`src/rtl/alu_pkg.sv`:
```
// Opcode encodings (MIPS funct field) and legality check shared by alu_pipe and alu_core.
// Defining ALU_EXT_OPS_EN adds SLL and SLT to the legal opcode set.
package alu_pkg;

    localparam int OP_W = 6;
    typedef logic [OP_W-1:0] op_t;

    localparam op_t OP_ADD = 6'b100000;
    localparam op_t OP_SUB = 6'b100010;
    localparam op_t OP_AND = 6'b100100;
    localparam op_t OP_OR  = 6'b100101;
    localparam op_t OP_XOR = 6'b100110;
    localparam op_t OP_NOR = 6'b100111;
    localparam op_t OP_SRA = 6'b000011;
    localparam op_t OP_SRL = 6'b000010;
    localparam op_t OP_SLL = 6'b000000;
    localparam op_t OP_SLT = 6'b101010;

    function automatic logic is_legal_op(input op_t op);
        logic legal;
        case (op)
            OP_ADD, OP_SUB, OP_AND, OP_OR,
            OP_XOR, OP_NOR, OP_SRA, OP_SRL: legal = 1'b1;
`ifdef ALU_EXT_OPS_EN
            OP_SLL, OP_SLT:                 legal = 1'b1;
`endif
            default:                        legal = 1'b0;
        endcase
        return legal;
    endfunction

endpackage

```
`src/rtl/alu_core.sv`:
```
// Combinational ALU: result plus zero/carry/overflow/illegal flags from op/a/b.
// SLL and SLT are decoded only when ALU_EXT_OPS_EN is defined; otherwise they are illegal.
module alu_core #(
    parameter int N_BITS = 8,
    parameter int N_OP   = 6
) (
    input  logic [N_OP-1:0]   op_i,
    input  logic [N_BITS-1:0] a_i,
    input  logic [N_BITS-1:0] b_i,
    output logic [N_BITS-1:0] res_o,
    output logic              zero_o,
    output logic              carry_o,
    output logic              overflow_o,
    output logic              illegal_o
);
    import alu_pkg::*;

    localparam int MSB = N_BITS - 1;
    localparam logic [N_BITS-1:0] SH_LIMIT = N_BITS'(N_BITS);

    op_t               op_n;
    logic              legal;
    logic              too_far;
    logic [N_BITS-1:0] b_neg;
    logic [N_BITS:0]   wide;
    logic [N_BITS-1:0] res;
    logic              carry;
    logic              ovf;

    // Opcodes wider than the funct field are legal only if the extra bits are zero.
    assign op_n    = op_t'(op_i);
    assign legal   = is_legal_op(op_n) && ((op_i >> OP_W) == '0);
    assign too_far = (b_i >= SH_LIMIT);
    assign b_neg   = ~b_i + N_BITS'(1);

    // NOTE: every output of this block gets a default first, so no path leaves it unassigned (no latch).
    always_comb begin
        res   = '0;
        carry = 1'b0;
        ovf   = 1'b0;
        wide  = '0;
        if (legal) begin
            case (op_n)
                OP_ADD: begin
                    wide  = {1'b0, a_i} + {1'b0, b_i};
                    res   = wide[N_BITS-1:0];
                    carry = wide[N_BITS];
                    ovf   = (a_i[MSB] == b_i[MSB]) && (res[MSB] != a_i[MSB]);
                end
                OP_SUB: begin
                    wide  = {1'b0, a_i} - {1'b0, b_i};
                    res   = wide[N_BITS-1:0];
                    carry = wide[N_BITS];
                    ovf   = (a_i[MSB] == b_neg[MSB]) && (res[MSB] != a_i[MSB]);
                end
                OP_AND: res = a_i & b_i;
                OP_OR:  res = a_i | b_i;
                OP_XOR: res = a_i ^ b_i;
                OP_NOR: res = ~(a_i | b_i);
                OP_SRA: res = too_far ? {N_BITS{a_i[MSB]}} : N_BITS'($signed(a_i) >>> b_i);
                OP_SRL: res = too_far ? '0 : (a_i >> b_i);
`ifdef ALU_EXT_OPS_EN
                OP_SLL: res = too_far ? '0 : (a_i << b_i);
                OP_SLT: res = N_BITS'($signed(a_i) < $signed(b_i));
`endif
                default: res = '0;
            endcase
        end
    end

    assign res_o      = res;
    assign zero_o     = (res == '0);
    assign carry_o    = carry;
    assign overflow_o = ovf;
    assign illegal_o  = !legal;

endmodule

```
`src/rtl/alu_pipe.sv`:
```
// Two-stage valid/ready ALU pipeline with status flags and a saturating illegal-op counter.
// ALU_EXT_OPS_EN (see alu_pkg/alu_core) enables the SLL/SLT opcodes.
module alu_pipe #(
    parameter int N_BITS   = 8,
    parameter int N_OP     = 6,
    parameter int CNT_BITS = 8
) (
    input  logic                clk,
    input  logic                reset,
    input  logic                in_valid,
    output logic                in_ready,
    input  logic [N_OP-1:0]     Op,
    input  logic [N_BITS-1:0]   A,
    input  logic [N_BITS-1:0]   B,
    output logic                out_valid,
    input  logic                out_ready,
    output logic [N_BITS-1:0]   salida,
    output logic                zero,
    output logic                carry,
    output logic                overflow,
    output logic                illegal,
    output logic [CNT_BITS-1:0] err_count
);
    import alu_pkg::*;

    logic                s1_valid_q, s2_valid_q;
    logic [N_OP-1:0]     s1_op_q;
    logic [N_BITS-1:0]   s1_a_q, s1_b_q;
    logic [N_BITS-1:0]   salida_q;
    logic                zero_q, carry_q, overflow_q, illegal_q;
    logic [CNT_BITS-1:0] err_count_q, err_count_d;

    logic                s1_adv, s2_adv, accept, acc_illegal;
    logic [N_BITS-1:0]   core_res;
    logic                core_zero, core_carry, core_ovf, core_ill;

    assign s2_adv      = !s2_valid_q || out_ready;
    assign s1_adv      = !s1_valid_q || s2_adv;
    assign in_ready    = s1_adv;
    assign accept      = in_valid && s1_adv;
    assign acc_illegal = !is_legal_op(op_t'(Op)) || ((Op >> OP_W) != '0);

    always_comb begin
        err_count_d = err_count_q;
        if (accept && acc_illegal && (err_count_q != '1))
            err_count_d = err_count_q + CNT_BITS'(1);
    end

    alu_core #(.N_BITS(N_BITS), .N_OP(N_OP)) u_core (
        .op_i       (s1_op_q),
        .a_i        (s1_a_q),
        .b_i        (s1_b_q),
        .res_o      (core_res),
        .zero_o     (core_zero),
        .carry_o    (core_carry),
        .overflow_o (core_ovf),
        .illegal_o  (core_ill)
    );

    // NOTE: sequential state uses non-blocking assignments so every register samples pre-edge values.
    always_ff @(posedge clk) begin
        if (reset) begin
            s1_valid_q  <= 1'b0;
            s2_valid_q  <= 1'b0;
            salida_q    <= '0;
            zero_q      <= 1'b0;
            carry_q     <= 1'b0;
            overflow_q  <= 1'b0;
            illegal_q   <= 1'b0;
            err_count_q <= '0;
        end else begin
            if (s1_adv) s1_valid_q <= in_valid;
            if (s2_adv) s2_valid_q <= s1_valid_q;
            if (s2_adv && s1_valid_q) begin
                salida_q   <= core_res;
                zero_q     <= core_zero;
                carry_q    <= core_carry;
                overflow_q <= core_ovf;
                illegal_q  <= core_ill;
            end
            err_count_q <= err_count_d;
        end
    end

    // NOTE: stage-1 operands need no reset; s1_valid_q qualifies them.
    always_ff @(posedge clk) begin
        if (accept) begin
            s1_op_q <= Op;
            s1_a_q  <= A;
            s1_b_q  <= B;
        end
    end

    assign out_valid = s2_valid_q;
    assign salida    = salida_q;
    assign zero      = zero_q;
    assign carry     = carry_q;
    assign overflow  = overflow_q;
    assign illegal   = illegal_q;
    assign err_count = err_count_q;

endmodule

```
`config.mk`:
```
export PLATFORM = sky130hd
export DESIGN_NAME = alu_pipe
export DESIGN_NICKNAME = d
export VERILOG_FILES = /design/src/rtl/alu_pkg.sv /design/src/rtl/alu_core.sv /design/src/rtl/alu_pipe.sv
export SDC_FILE = /design/constraint.sdc
export NUM_CORES = 1
export LEC_CHECK = 0
export BUFFER_PORTS_ARGS = -buffer_cell sky130_fd_sc_hd__buf_2
export CAP_MARGIN = 20
export CORE_MARGIN = 1
export CORE_UTILIZATION = 40
export DETAILED_ROUTE_END_ITERATION = 8
export PLACE_DENSITY = 0.57
export SYNTH_ARGS = -nofsm -noshare
export SYNTH_HDL_FRONTEND = slang
export SYNTH_SLANG_ARGS = --single-unit
export TNS_END_PERCENT = 5
```
`constraint.sdc`:
```
create_clock -name clk -period 3.3 [get_ports clk]
set_clock_uncertainty 0.05 [all_clocks]
set_input_delay 0 -clock clk [delete_from_list [all_inputs] [get_ports clk]]
set_output_delay 0 -clock clk [all_outputs]
set_load 0.005 [all_outputs]
```
==> key figures, run 1 <==
Critical path
  – Endpoint class of the critical path: flip-flop
  – CP Launch Type: flip-flop
  – Crit path max-delay family: simple AND/OR/NAND/NOR gates
  – WP data arrival: 3.18 ns
  – Reg-to-reg endpoint: zero
  – Slowest stage delay, CP: 0.84 ns
  – Reg-to-Reg Start: s1_b_q[4]
  – CP max-delay cell: or4_1
  – Crit-path cells: or4_1, nor2_2, nand4b_1, a222oi_1, nand3_1, nor4_1, a32o_1
  – Worst reg2reg setup slack: 0.31 ns
  – Worst Path Max Fanout: 15
  – Critical Path RT: 3.49 ns
  – R2R cell count: 7
  – WS Path Type: reg2reg
  – Worst Path Buf+Inv: 0

Layout
  – Final layout net count: 532
  – Area Growth Syn to Fin: 19.4%
  – Fill cells: 836
  – Fraction of layout cells with a size suffix above 1: roughly 18%
  – Most frequent cells in the layout: buf_2, nor2_1, ha_1
  – Ant diodes: 0
  – Most common cell after layout, fill and taps aside: buf_2
  – Design area: 4210 µm²

Clocking
  – Setup bufs post-CTS: 0
  – CTS tree: done
  – Clock Latency Late Sink: around 0.30 ns
  – CTS resizes: 0
  – CTS Hold Bufs: 24
  – H-tree depth: 2
  – CTS buffer count: 5
  – Longest Clk Path Bufs: 2
  – Clk sinks: 44
  – Clock transition at the registers of the reported paths: 0.09 ns
  – CTS root buf: clkbuf_8

Timing
  – Worst Max-Slew Pin Slew: 0.954 ns
  – RSZ-0062 raised after global routing: no
  – F_max: between 0.3 and 0.4 GHz
  – Setup TNS: 0 ns
  – Period minus WS final: 2.99 ns
  – Final Hold Viols: 0
  – Setup violators final: 0
  – Max-slew violation count: 0
  – Tcrit/Tclk final: 90.5%
  – Slew margin rel.: 36.4%

Synthesis
  – Area leader, netlist: edfxtp_1
  – Netlist cell types: 64
  – Ys async rst share: 0%
  – #FFs+latches synth: 44
  – Synthesized area per cell: 8.58 µm²
  – Commonest register cell after synthesis: edfxtp_1
  – Cells after Synth: just over 400
  – Dominant cells by area after synthesis: edfxtp_1, dfxtp_1, ha_1
  – Number of synthesized flops with an enable pin: 22
  – Sequential-to-total area share from yosys stat: 31.2%
  – Cell Area, Synth: 3530 µm²
  – Post-synthesis net count: ~470
  – Post-synth top area share: 18.7%
  – Syn. warnings: 0

Floorplan
  – Num rows: 33
  – Starting Density: a little over two fifths
  – DIE WIDTH: 95.9 µm
  – Die Height: about 96 µm
  – Core Area: 8380 µm²
  – Num ports: 48
  – Die Footprint: between 9000 and 10,000 µm²

Global routing
  – Vias in the first global route: 3,150
  – Grt total ovfl: 0
  – Global-route wire length before repair: approximately 17,000 µm
  – Largest net degree at the start of global routing: 23
  – GRT Total Usage: 24.4%
  – Initial antenna violation count: 0

Power and ir drop
  – Leakage: between 0.0015 and 0.002 µW
  – Worst IR Drop VDD: roughly 170 µV
  – PD cells: ~320 nW/µm²

Routing
  – Vias: 3,380
  – First drt pass iteration count: 5
  – Remaining DRCs: 0
  – Routed Antenna Nets: 0
  – Vias/cell: 5.81
  – Mean routed wirelength per cell: ~18 µm
  – 1st-iter DRT viols: around 260
  – Final WL: around 11,000 µm

Outcome
  – Outcome: finished clean

Placed design
  – Post-Place Cell Area: 3880 µm²
  – IO Port Bufs: 47
  – GPL Wtd Cong: 0.946
  – Post-DP HPWL: 8130 µm

Min path
  – Hold EP: err_count[2]
  – Worst hold start: reset
  – Hold crit path type: in2reg
  – Hold path cells: 2

Flow run
  – Max cap viols: 0
-- cell families after synthesis --
logic type / share of synthesized area, %
DFF: 31.2
adders and majority gates: 11.1
muxes: 7.17
xor gates and xnor gates: 1.99
buffers and inverters: 5.86
AOI/OAI and AO/OA: 21.2
and+or+nand+nor: 21.5
-- where the power goes --
part           internal [µW]  switching, µW  total, µW  leakage [µW]
combinational            158            195        353       0.00131
clock                    149            195        344     0.0000455
sequential               605           40.9        646      0.000395
-- worst reg2reg max path, cell delays in order, from the launching register on --
cell	delay, ns
edfxtp_1	0.51
or4_1	0.84
nor2_2	0.30
nand4b_1	0.12
a222oi_1	0.47
nand3_1	0.13
nor4_1	0.31
a32o_1	0.21
-- cells in the mapped netlist (9+ instances only) --
master    count
edfxtp_1     22
o21ai_0      18
a21oi_1      23
clkbuf_1     15
nand3_1       9
ha_1         28
dfxtp_1      22
nor3_1       18
nor2_1       42
inv_1        27
mux2i_1      14
nand2_1      22
-- sequential cells by signal (all words and copies together), names as in the netlist --
| name | cells |
|---|---|
| salida | 8 |
| s1_op_q | 6 |
| s1_valid_q | 1 |
| s1_b_q | 8 |
| illegal | 1 |
| overflow | 1 |
| zero | 1 |
| out_valid | 1 |
| s1_a_q | 8 |
| err_count | 8 |
| carry | 1 |
-- routing by layer --
metal / track usage [%] / vias up / wire length (µm)
met5: 0 / - / 0
met2: 37.7 / 146 / 4800
met3: 6.87 / 20 / 832
met1: 32.7 / 1569 / 4810
met4: 8.08 / 0 / 310
li1: - / 1645 / -
-- layout make-up --
| cell class | instances | area, µm² | area share [%] |
|---|---|---|---|
| inverter | 27 | 101 | 2.41 |
| tap | 105 | 131 | 3.12 |
| clock buffer | 6 | 72.6 | 1.72 |
| clock inverter | 2 | 11.3 | 0.268 |
| timing repair buffer | 84 | 573 | 13.6 |
| multi-input combinational | 314 | 2220 | 52.7 |
| sequential | 44 | 1100 | 26.2 |
-- how the worst max path moves through the flow --
stage / cells past startpoint / end / from / slack, ns
final: 7 / zero / s1_b_q[4] / 0.31
after global routing: 7 / zero / s1_b_q[4] / 0.14
after CTS: 7 / zero / s1_b_q[4] / 0.33
after detailed placement: 7 / zero / s1_b_q[4] / 0.36
after global placement: 7 / zero / s1_b_q[4] / 0.43
after floorplan: 12 / overflow / s1_b_q[2] / 0.43
-- stage by stage --
| step | util, % | cells | setup slack, ns | power (µW) | hold slack [ns] |
|---|---|---|---|---|---|
| floorplan | - | 411 | 0.434 | 871 | 0.0489 |
| CTS | 50.2 | 582 | 0.326 | 1350 | 0.0485 |
| global placement | 46.4 | 550 | 0.426 | 980 | 0.127 |
| global route | 50.2 | 582 | 0.142 | 1420 | 0.0697 |
| finish | 50.2 | 582 | 0.313 | 1340 | 0.0617 |
| detailed placement | 46.4 | 550 | 0.364 | 983 | 0.128 |
No activity file was read; power rests on OpenSTA's default activity.
==> run 2: changes to the inputs <==
- CTS_BUF_LIST: not set -> sky130_fd_sc_hd__clkbuf_8
==> run 2 against run 1 <==
Against the previous run:
- cell area stayed put
- non-clock buffer count unchanged
- wire length barely moved
- first-iteration DRC count shrank 0.76%
- combinational power is essentially flat
- largest power group unchanged
- via count did not move
- worst hold slack lost 0.00064 ns
- critical path type unchanged
- sequential power is essentially flat
==> key figures, run 2 (same netlist as run 1, synthesis figures left out) <==
Clocking
  – Clock Latency Late Sink: 0.30 ns (about the same)
  – Clk sinks: 44 (unchanged)
  – Longest Clk Path Bufs: 2 (unchanged)
  – H-tree depth: 2 (unchanged)
  – CTS buffer count: 5 (unchanged)
  – CTS tree: done
  – Clock transition at the registers of the reported paths: 0.09 ns (about the same)
  – CTS root buf: clkbuf_8

Floorplan
  – Core Area: 8380 µm² (unchanged)
  – Num ports: 48 (unchanged)
  – Starting Density: 42.1% (unchanged)
  – DIE WIDTH: 95.9 µm (unchanged)
  – Num rows: 33 (unchanged)
  – Die Height: 95.9 µm (unchanged)
  – Die Footprint: 9190 µm² (unchanged)

Timing
  – RSZ-0062 raised after global routing: no
  – Tcrit/Tclk final: 91.5% (+0.93 points)
  – Slew margin rel.: 36.6% (+0.18 points)
  – Post-route setup slack: 0.282 ns (-0.0308 ns)
  – Setup violators final: 0 (unchanged)
  – Worst Max-Slew Pin Slew: 0.951 ns (-0.00275 ns)
  – Final hold slack: 0.0610 ns (-0.000644 ns)
  – Period minus WS final: 3.02 ns (+0.0308 ns)
  – F_max: 0.331 GHz (-1.0%)
  – Final Hold Viols: 0 (unchanged)
  – Max-slew violation count: 0 (unchanged)
  – Setup TNS: 0 ns (unchanged)

Critical path
  – R2R cell count: 7 (unchanged)
  – Reg-to-reg endpoint: zero
  – Worst Path Buf+Inv: 0 (unchanged)
  – Worst reg2reg setup slack: 0.28 ns (-0.03 ns)
  – Slowest stage delay, CP: 0.85 ns (about the same)
  – Crit path max-delay family: simple AND/OR/NAND/NOR gates
  – CP max-delay cell: or4_1
  – Critical path launch point: s1_b_q[4]
  – Reg-to-Reg Start: s1_b_q[4]
  – Worst Path Max Fanout: 15 (unchanged)
  – CP Launch Type: flip-flop
  – Worst path depth: 7 (unchanged)
  – WP data arrival: 3.21 ns (+0.03 ns)
  – WS Path Type: reg2reg
  – CP endpoint: zero
  – Critical Path RT: 3.49 ns (about the same)
  – Crit-path cells: or4_1, nor2_2, nand4b_1, a222oi_1, nand3_1, nor4_1, a32o_1
  – Endpoint class of the critical path: flip-flop

Layout
  – Fill cells: 836 (unchanged)
  – Final layout net count: 532 (unchanged)
  – Most frequent cells in the layout: buf_2, nor2_1, inv_1, ha_1, dlygate4sd3_1
  – Area Growth Syn to Fin: 19.4% (unchanged)
  – Ant diodes: 0 (unchanged)
  – Most common cell after layout, fill and taps aside: buf_2
  – Fraction of layout cells with a size suffix above 1: 18.0% (unchanged)

Power and ir drop
  – Sequential power share: 48.3% (+0.2 points)
  – Worst IR Drop VDD: 168 µV (+0.12%)
  – Pint: 909 µW (-0.34%)
  – Gate power share: 26.4% (about the same)
  – Switching Power: 430 µW (-0.23%)
  – Leakage: 0.00175 µW (+0.24%)
  – PD cells: 318 nW/µm² (-0.30%)
  – Clk pwr share: 25.4% (-0.2 points)
  – Switching Fraction: 32.1% (about the same)

Global routing
  – Initial antenna violation count: 0 (unchanged)
  – Largest net degree at the start of global routing: 23 (unchanged)
  – Grt total ovfl: 0 (unchanged)
  – Global-route wire length before repair: 16,600 µm (unchanged)
  – GRT Total Usage: 24.4% (unchanged)
  – Vias in the first global route: 3,150 (unchanged)

Routing
  – Mean routed wirelength per cell: 18.5 µm (about the same)
  – Vias: 3,380 (unchanged)
  – Final WL: 10,700 µm (about the same)
  – Vias/cell: 5.81 (unchanged)
  – 1st-iter DRT viols: 261 (-0.76%)
  – Remaining DRCs: 0 (unchanged)
  – First drt pass iteration count: 5 (unchanged)
  – Routed Antenna Nets: 0 (unchanged)

Placed design
  – Placement Setup Slack: 0.364 ns (unchanged)
  – Post-DP HPWL: 8130 µm (unchanged)
  – IO Port Bufs: 47 (unchanged)
  – GPL Wtd Cong: 0.946 (unchanged)

Flow run
  – Max cap viols: 0 (unchanged)

Min path
  – Hold crit path type: in2reg

Outcome
  – Outcome: finished clean
## run 2: cell types whose count changed in the layout (fill, tap and decap cells not counted)
cell	previous run	this run
clkbuf_1	1	0
inv_1	27	28
## run 2: worst min path at each step
stage	from	end	slack (ns)	cells past startpoint
global route	reset	err_count[2]	0.07	2
detailed placement	B[4]	s1_b_q[4]	0.13	1
finish	reset	err_count[2]	0.06	2
CTS	reset	err_count[2]	0.05	2
global placement	A[3]	s1_a_q[3]	0.13	1
floorplan	A[0]	s1_a_q[0]	0.05	0
## run 2: cell type report
class                           instances  area [µm²]  share of cell area (%)
Multi-Input combinational cell        314        2220                    52.7
Sequential cell                        44        1100                    26.2
Timing Repair Buffer                   84         573                    13.6
Tap cell                              105         131                    3.12
Inverter                               27         101                    2.41
Clock buffer                            5        68.8                    1.63
Clock inverter                          3        15.0                   0.357
## run 2: metal layers
layer,wire length [µm],vias to the layer above,global-route usage [%]
li1,-,1643,-
met1,4780,1580,32.7
met2,4820,139,37.7
met3,880,18,6.87
met4,274,0,8.08
met5,0,-,0
## run 2: repair_timing
item | 4_1_cts | 5_1_grt
endpoints found under the hold margin | 24 | 0
resized for setup | 0 | 0
setup buffers | 0 | 0
hold buffers | 24 | 0
## run 2: power groups by stage
stage               Sequential, µW  Combinational [µW]  Clock (µW)
floorplan                      641                 230           0
global placement               655                 325           0
detailed placement             658                 326           0
CTS                            645                 348         355
global route                   650                 390         374
finish                         646                 353         340
## run 2: through the flow
step | std cells | util [%] | cell area, µm² | power [µW]
6_report | 582 | 50.2 | 4210 | 1340
3_3_place_gp | 550 | 46.4 | 3880 | 980
3_5_place_dp | 550 | 46.4 | 3880 | 983
5_1_grt | 582 | 50.2 | 4210 | 1410
2_1_floorplan | 411 | - | 3530 | 871
4_1_cts | 582 | 50.2 | 4210 | 1350
